**src/rtl/mole_scheduler.sv**
```systemverilog
// mole_scheduler: sequences mole appearances for the whack-a-mole game.
// Owns the mole LEDs, picks holes from an external random source, times
// each up-window in 1 ms ticks and judges whacks as hit, miss or wrong hole.
// Difficulty rises every HITS_PER_LEVEL hits by shortening the up-window.
module mole_scheduler #(
    parameter int NUM_MOLES      = 30,
    parameter int UP_TIME_INIT   = 1000,
    parameter int UP_TIME_MIN    = 300,
    parameter int UP_TIME_STEP   = 100,
    parameter int GAP_TIME       = 250,
    parameter int FLASH_TIME     = 100,
    parameter int HITS_PER_LEVEL = 5
) (
    input  logic       clk,
    input  logic       reset_signal,
    input  logic       start,
    input  logic       abort,
    input  logic       tick,
    input  logic [3:0] rnd,
    input  logic [6:0] whack,
    output logic [6:0] mole_leds,
    output logic       hit,
    output logic       miss,
    output logic       wrong,
    output logic [3:0] level,
    output logic [5:0] moles_left,
    output logic       busy,
    output logic       done
);

    typedef enum logic [2:0] {IDLE, GAP, PICK, UP, FLASH} state_t;

    localparam logic [15:0] GAP_LAST   = 16'(GAP_TIME - 1);
    localparam logic [15:0] FLASH_LAST = 16'(FLASH_TIME - 1);
    localparam logic [15:0] UP_INIT    = 16'(UP_TIME_INIT);
    localparam logic [15:0] UP_MIN     = 16'(UP_TIME_MIN);
    localparam logic [15:0] UP_STEP    = 16'(UP_TIME_STEP);
    localparam logic [16:0] UP_CLAMP   = 17'(UP_TIME_MIN + UP_TIME_STEP);
    localparam logic [7:0]  HITS_LAST  = 8'(HITS_PER_LEVEL - 1);
    localparam logic [5:0]  MOLES_INIT = 6'(NUM_MOLES);

    state_t      state, state_nxt;
    logic [15:0] timer, timer_nxt;
    logic [15:0] up_time, up_time_nxt;
    logic [2:0]  last_pos, last_pos_nxt;
    logic [7:0]  hit_cnt, hit_cnt_nxt;
    logic [3:0]  level_nxt;
    logic [5:0]  moles_left_nxt;
    logic [6:0]  leds_nxt;
    logic        hit_nxt, miss_nxt, wrong_nxt, done_nxt;

    logic [2:0]  rnd_pos;
    logic [2:0]  pick_pos;
    logic [6:0]  pos_mask;
    logic        is_hit, is_wrong, expire;
    logic [5:0]  moles_dec;

    // Shorten the up-window by one step; clamp first so it never underflows.
    function automatic logic [15:0] next_up_time(input logic [15:0] cur);
        if ({1'b0, cur} <= UP_CLAMP) return UP_MIN;
        return cur - UP_STEP;
    endfunction

    // Level counter saturates at 15.
    function automatic logic [3:0] sat_level_inc(input logic [3:0] cur);
        if (cur == 4'hF) return cur;
        return cur + 4'd1;
    endfunction

    // Hole selection and whack classification against the current mole.
    assign rnd_pos   = 3'(rnd % 4'd7);
    assign pick_pos  = (rnd_pos != last_pos) ? rnd_pos :
                       (rnd_pos == 3'd6)     ? 3'd0 : rnd_pos + 3'd1;
    assign pos_mask  = 7'b1 << last_pos;
    assign is_hit    = |(whack & pos_mask);
    assign is_wrong  = |(whack & ~pos_mask);
    assign expire    = tick && (timer == up_time - 16'd1);
    assign moles_dec = moles_left - 6'd1;
    assign busy      = (state != IDLE);

    // Next-state, counters and output pulses; abort overrides everything.
    always_comb begin
        state_nxt      = state;
        timer_nxt      = timer;
        up_time_nxt    = up_time;
        last_pos_nxt   = last_pos;
        hit_cnt_nxt    = hit_cnt;
        level_nxt      = level;
        moles_left_nxt = moles_left;
        hit_nxt        = 1'b0;
        miss_nxt       = 1'b0;
        wrong_nxt      = 1'b0;
        done_nxt       = 1'b0;
        leds_nxt       = 7'b0;

        if (abort && state != IDLE) begin
            state_nxt = IDLE;
            timer_nxt = 16'd0;
        end else begin
            case (state)
                IDLE: begin
                    if (start) begin
                        state_nxt      = GAP;
                        moles_left_nxt = MOLES_INIT;
                        level_nxt      = 4'd0;
                        up_time_nxt    = UP_INIT;
                        hit_cnt_nxt    = 8'd0;
                        last_pos_nxt   = 3'd7;
                        timer_nxt      = 16'd0;
                    end
                end
                GAP: begin
                    if (tick) begin
                        if (timer == GAP_LAST) begin
                            state_nxt = PICK;
                            timer_nxt = 16'd0;
                        end else begin
                            timer_nxt = timer + 16'd1;
                        end
                    end
                end
                PICK: begin
                    last_pos_nxt = pick_pos;
                    state_nxt    = UP;
                end
                UP: begin
                    if (is_hit) begin
                        hit_nxt        = 1'b1;
                        timer_nxt      = 16'd0;
                        moles_left_nxt = moles_dec;
                        if (hit_cnt == HITS_LAST) begin
                            hit_cnt_nxt = 8'd0;
                            level_nxt   = sat_level_inc(level);
                            up_time_nxt = next_up_time(up_time);
                        end else begin
                            hit_cnt_nxt = hit_cnt + 8'd1;
                        end
                        done_nxt  = (moles_dec == 6'd0);
                        state_nxt = (moles_dec == 6'd0) ? IDLE : FLASH;
                    end else if (expire) begin
                        miss_nxt       = 1'b1;
                        timer_nxt      = 16'd0;
                        moles_left_nxt = moles_dec;
                        done_nxt       = (moles_dec == 6'd0);
                        state_nxt      = (moles_dec == 6'd0) ? IDLE : GAP;
                    end else begin
                        wrong_nxt = is_wrong;
                        if (tick) timer_nxt = timer + 16'd1;
                    end
                end
                FLASH: begin
                    if (tick) begin
                        if (timer == FLASH_LAST) begin
                            state_nxt = GAP;
                            timer_nxt = 16'd0;
                        end else begin
                            timer_nxt = timer + 16'd1;
                        end
                    end
                end
                default: state_nxt = IDLE;
            endcase
        end

        if (state_nxt == UP)         leds_nxt = 7'b1 << last_pos_nxt;
        else if (state_nxt == FLASH) leds_nxt = 7'h7F;
    end

    // State register and registered outputs, cleared asynchronously.
    always_ff @(posedge clk or posedge reset_signal) begin
        if (reset_signal) begin
            state      <= IDLE;
            timer      <= 16'd0;
            up_time    <= UP_INIT;
            last_pos   <= 3'd7;
            hit_cnt    <= 8'd0;
            level      <= 4'd0;
            moles_left <= 6'd0;
            mole_leds  <= 7'd0;
            hit        <= 1'b0;
            miss       <= 1'b0;
            wrong      <= 1'b0;
            done       <= 1'b0;
        end else begin
            state      <= state_nxt;
            timer      <= timer_nxt;
            up_time    <= up_time_nxt;
            last_pos   <= last_pos_nxt;
            hit_cnt    <= hit_cnt_nxt;
            level      <= level_nxt;
            moles_left <= moles_left_nxt;
            mole_leds  <= leds_nxt;
            hit        <= hit_nxt;
            miss       <= miss_nxt;
            wrong      <= wrong_nxt;
            done       <= done_nxt;
        end
    end

endmodule

```
**config.mk**
```make
export PLATFORM = sky130hd
export DESIGN_NAME = mole_scheduler
export DESIGN_NICKNAME = d
export VERILOG_FILES = /design/src/rtl/mole_scheduler.sv
export SDC_FILE = /design/constraint.sdc
export NUM_CORES = 1
export LEC_CHECK = 0
export BUFFER_PORTS_ARGS = -buffer_cell sky130_fd_sc_hd__buf_2
export CORE_ASPECT_RATIO = 0.9
export CORE_MARGIN = 3
export CORE_UTILIZATION = 32
export CTS_CLUSTER_DIAMETER = 30
export DETAILED_ROUTE_END_ITERATION = 12
export PLACE_DENSITY_LB_ADDON = 0.25
export SLEW_MARGIN = 20
export SYNTH_ARGS = -nofsm -noshare
export SYNTH_HDL_FRONTEND = slang
export SYNTH_SLANG_ARGS = --single-unit
export TNS_END_PERCENT = 10
```
**constraint.sdc**
```tcl
create_clock -name clk -period 6.45 [get_ports clk]
set_input_delay 1.29 -clock clk [delete_from_list [all_inputs] [get_ports clk]]
set_output_delay 1.29 -clock clk [all_outputs]
set_load 0.01 [all_outputs]
```
; ---- Word-level counts from Yosys, hierarchy flattened
; Index checks and enable logic that the tools add are counted.
[word_totals]
wordCells = 135
ff_bits = 67
input_bits = 16
[op_classes]
add_sub_neg = 7
eq_ne = 22
n_div = 1
n_shift = 2
order_cmp = 1
bitwise = 4
n_reduce_logical = 14
muxes = 72
[ops]
columns = operator, count
row1 = $mux 16, 14
row2 = $pmux 16 s4, 1
row3 = $mux 3, 13
row4 = $pmux 16 s2, 1
row5 = $mux 1, 26
row6 = $mux 8, 3
row7 = $mux 6, 3
row8 = $add 16x1->16 const B, 1
row9 = $eq 16x16->1, 1
row10 = $eq 16x7->1 const B, 1
row11 = $eq 16x8->1 const B, 1
row12 = $le 16x9->1 const B, 1
row13 = $mux 4, 4
row14 = $pmux 8 s2, 1
row15 = $sub 16x1->16 const B, 1
row16 = $sub 16x7->16 const B, 1
row17 = $ne 3x3->1 const B, 5
row18 = $pmux 3 s5, 1
row19 = $and 7x7->7, 2
row20 = $mux 7, 2
row21 = $reduce_or 7->1, 2
row22 = $shl 1x3->7 const A, 2
row23 = $pmux 6 s2, 1
row24 = $reduce_and 5->1, 2
row25 = 25 further kinds, 33

; ---- Depth between registers and ports, before layout
[logic_depth]
depth_word = 10
mapped_depth = 15

; ---- Least setup slack after synthesis
; No wires, ideal clock.
[synth_path]
kind = input to register
start = in rnd[1]
end = reg mole_leds[4]
slack_ns = 2.429
arrival_time_ns = 3.901
path_buffers = 1
stages = 14
setup_time_ns = 0.120
cell_sequence = ha_1 > ha_1 > xnor2_1 > a41oi_1 > ha_1 > nand3b_1 > o211a_1 > buf_2 > xnor2_1 > o21ai_1 > o32ai_1 > o211ai_1 > nor3b_2 > a31o_2
[synth_via]
elab_chain_len = 8
word_cells_on_any_way = 10
cone_classes = add/sub (1) / div (1) / eq/ne (2) / shift (1) / mux (5)
[synth_lines]
columns = item, line
row1 = from (decl), 19  ; input logic [3:0] rnd,
row2 = $mod 4x3->4 (*), 71  ; assign rnd_pos = 3'(rnd % 4'd7);
row3 = $add 3x1->3 or $eq 3x3->1 (tied branches), 73  ; (rnd_pos == 3'd6) ? 3'd0 : rnd_pos + 3'd1;
row4 = $mux 3, 73
row5 = $mux 3 (*), 72  ; assign pick_pos = (rnd_pos != last_pos) ? rnd_pos :
row6 = $pmux 3 s2 (*), 100  ; case (state)
row7 = $mux 3 (*), 96  ; if (abort && state != IDLE) begin
row8 = via last_pos_nxt[2], 45  ; logic [2:0] last_pos, last_pos_nxt;
row9 = $shl 1x3->7 (*), 165  ; if (state_nxt == UP) leds_nxt = 7'b1 << last_pos_nxt;
row10 = $mux 7 (*), 165
row11 = via leds_nxt[4], 49  ; logic [6:0] leds_nxt;
row12 = to (signal assigned), 192  ; mole_leds <= leds_nxt;
row13 = to (decl), 21  ; output logic [6:0] mole_leds,
; The timed path passes the listed nets; every way through them passes the cells marked *.
; A chain may end at the register's enable or synchronous reset.

; ---- Worst setup path in the final report
; Same ends and word-level chain as after synthesis.

==> metrics.txt <==
Die X roughly 140 um; Post-synth ARST share between 90% and 100%; main area contributors after synthesis dfrtp_1, dfstp_2, o21ai_0; DR vias/cell between 5 and 6; Max Cap Viol 0; reg2reg end timer[4]$_DFFE_PP0P_; worst hold path class flip-flop to flip-flop; Pwr Total roughly 1.2 mW; post-CTS setup buffers 0; Max Slew Vio Count 0; WL per Instance ~15 um; Mapped Cells 562; First-pass DRT Iterations 4; M2 GR Usage between 20% and 30%; Setup WS pre-CTS between 1500 and 2000 ps; top cell type's share of synthesized area 28.78%; share of layout cells above drive strength 1 17.44%; DRT antenna net count 0; htree depth 3; Via Count 4262; pin count of the biggest net entering global routing 66; synth-to-layout area growth 11.87%; fin crit share between 60 and 70%; Worst IR Drop VDD 117.1 uV; Longest Clk Path Bufs 2; Setup violations, final 0; Die H 123.0 um; Ys Warns 0; Initial Util roughly 33%; detailed-route DRC error count 0; NumNets Final about 610; Min-Delay Path Depth 2; CP Data Arrival Time 4420 ps; Worst Tran Pin Value roughly 850 ps; met1 Track Usage GR between 20% and 30%; Setup Skew 6.162 ps; CTS tree yes; PortBufs 37; Hold Buf Count CTS 0; first-pass GRT wire length just over 20 mm; Hold Crit Start up_time[3]$_DFFE_PP1P_; Critical Path RT 6670 ps; Seq cells post-synth 65; RR Startpoint state[0]$_DFF_PP0_; register area share after synthesis around a third; r2r worst-path depth 7; Root Buffer Master clkbuf_16; Worst setup EP type flip-flop; crit-path max FO 7; fin util between 30 and 40%; most used routing layer met2; IO Count 38; Mapped Avg Cell Area slightly below 9 um^2; Final Hold Viols 0; Synth Net Count about 590; Critical Path Source Type input pin; Core Area roughly 15000 um^2; clock transition at the registers of the reported paths approximately 60 ps; Pwr per Cell Area between 200 and 250 nW/um^2; TNS Setup 0 ps; run status finished clean; CTS sink cnt 65; Cell Area, Placed just over 5000 um^2; Tot GR Track Use 14.95%; FP Rows 42; crit path time final between 4000 and 5000 ps; clk_lat worst skew between 300 and 400 ps; Unique masters post-synth 86; main flop type after synthesis dfrtp_1; setup slack, reg-to-reg around 3400 ps; DR iter-0 viols between 300 and 400; Worst Hold End up_time[3]$_DFFE_PP1P_; Rel. slew slack 43.38%; CP Class input pin to flip-flop; RSZ-0062 raised after global routing no; TritonCTS Buffers 9; final wirelength around 12 mm; CTS resizes 0; GP Congestion 0.8365; Post-DP HPWL around 9 mm; GR Overflow Total 0; worst setup margin ~2200 ps; FMAX 0.2379 GHz; via count of the first global-routing pass between 4000 and 5000; initial antenna violation count 0; GR Util met3 between 2 and 3%; area leader, netlist dfrtp_1; Post-Synthesis Cell Area around 5000 um^2; LEAKAGE around 2.3 nW; Post-synth EDFFs 0; ant diodes 0; Design Area, Final 5446 um^2; Die ar. 16730 um^2
## worst max-delay path by stage
| stage | start | to | slack [ps] |
|---|---|---|---|
| 3_5_place_dp | rnd[1] | mole_leds[4]$_DFF_PP0_ | 1920 |
| 6_report | rnd[1] | mole_leds[4]$_DFF_PP0_ | 2250 |
| 4_1_cts | rnd[1] | mole_leds[4]$_DFF_PP0_ | 2260 |
| 3_3_place_gp | rnd[1] | mole_leds[4]$_DFF_PP0_ | 2070 |
| 5_1_grt | rnd[1] | mole_leds[4]$_DFF_PP0_ | 2000 |
| 2_1_floorplan | rnd[1] | mole_leds[4]$_DFF_PP0_ | 2430 |
## kinds of logic after synthesis
kind of cell               Yosys count  synth area share (%)
xor gates and xnor gates            27                 5.140
adders and majority gates           13                 3.341
muxes                               19                 4.754
buffers and inverters               54                 5.217
AOI/OAI and AO/OA                  167                 23.52
and+or+nand+nor                    217                 24.39
DFF                                 65                 33.64
## registers in the layout, indices dropped and copies added (netlist names)
register	count
mole_leds	7
up_time	14
done	1
timer	16
miss	1
hit	1
last_pos	3
state	3
moles_left	6
level	4
wrong	1
hit_cnt	8
## through the flow
stage	hold WS, ps	instances
after global routing	557.9	783
after detailed placement	522.5	767
after floorplan	493.2	562
after CTS	526.9	783
after global placement	512.0	767
final	527.4	783
## worst max-delay path, cell delays in order
cell and delay [ps]:
buf_2 130, ha_1 200, ha_1 260, xnor2_1 180, a41oi_1 330, ha_1 340
nand3b_1 100, o211a_1 240, xnor2_1 200, o21ai_1 90, o32ai_1 330, o211ai_1 210
nor3b_2 230, a31o_2 280
## per-layer routing
layer  vias to the layer above  share of wire (%)
met5                         -                  0
met4                         0                1.4
met3                        11                4.1
met2                        93                 45
met1                      2060                 50
li1                       2098                  -
## cells in the final DEF, fill, tap and decap left out, types with 9 or more instances in the layout
cell / count
inv_1: 19
nand2_1: 52
and3_1: 10
xor2_1: 12
nand2b_1: 10
o21ai_0: 47
a31oi_1: 11
a22o_1: 14
a21oi_1: 28
nor2_1: 34
dfrtp_1: 56
buf_2: 37
mux2i_1: 13
nand3_1: 22
nor2b_1: 13
nor3_1: 18
dfstp_2: 9
clkbuf_16: 9
xnor2_1: 14
ha_1: 13
## report_power, final
| group | internal [mW] | total, mW | switching, mW |
|---|---|---|---|
| clock network | 0.302 | 0.497 | 0.195 |
| logic | 0.100 | 0.290 | 0.190 |
| registers | 0.425 | 0.459 | 0.0341 |
## Yosys cell counts, types with 3 or more instances
cell type	count
ha_1	13
a211oi_1	3
or3_1	6
nor2b_1	13
a21o_1	4
mux2_1	3
buf_4	4
nand3_1	22
o21ai_1	7
nor3_1	18
a31o_2	8
o31ai_1	4
buf_2	13
clkbuf_1	12
nand3b_1	4
nand2b_1	10
nand4_1	8
a31oi_1	11
mux2i_1	13
a21boi_0	4
inv_1	20
nor4_2	3
dfstp_2	9
o21ai_0	47
o211ai_1	5
nand2_1	52
xnor2_1	14
nor2_1	34
a21oi_1	28
nor4_1	8
and3_1	10
xor2_1	12
a22o_1	14
and2_1	5
or2_2	3
dfrtp_1	56
nor4b_1	3
## final cells by class
cell class	instances	area (um^2)
multi-input combinational	443	2977
clock inverter	7	76.32
inverter	22	82.58
sequential	65	1638
timing repair buffer	39	200.2
fill	1485	9373
tap	198	247.7
clock buffer	9	225.2
(Power assumes the default switching activity.)
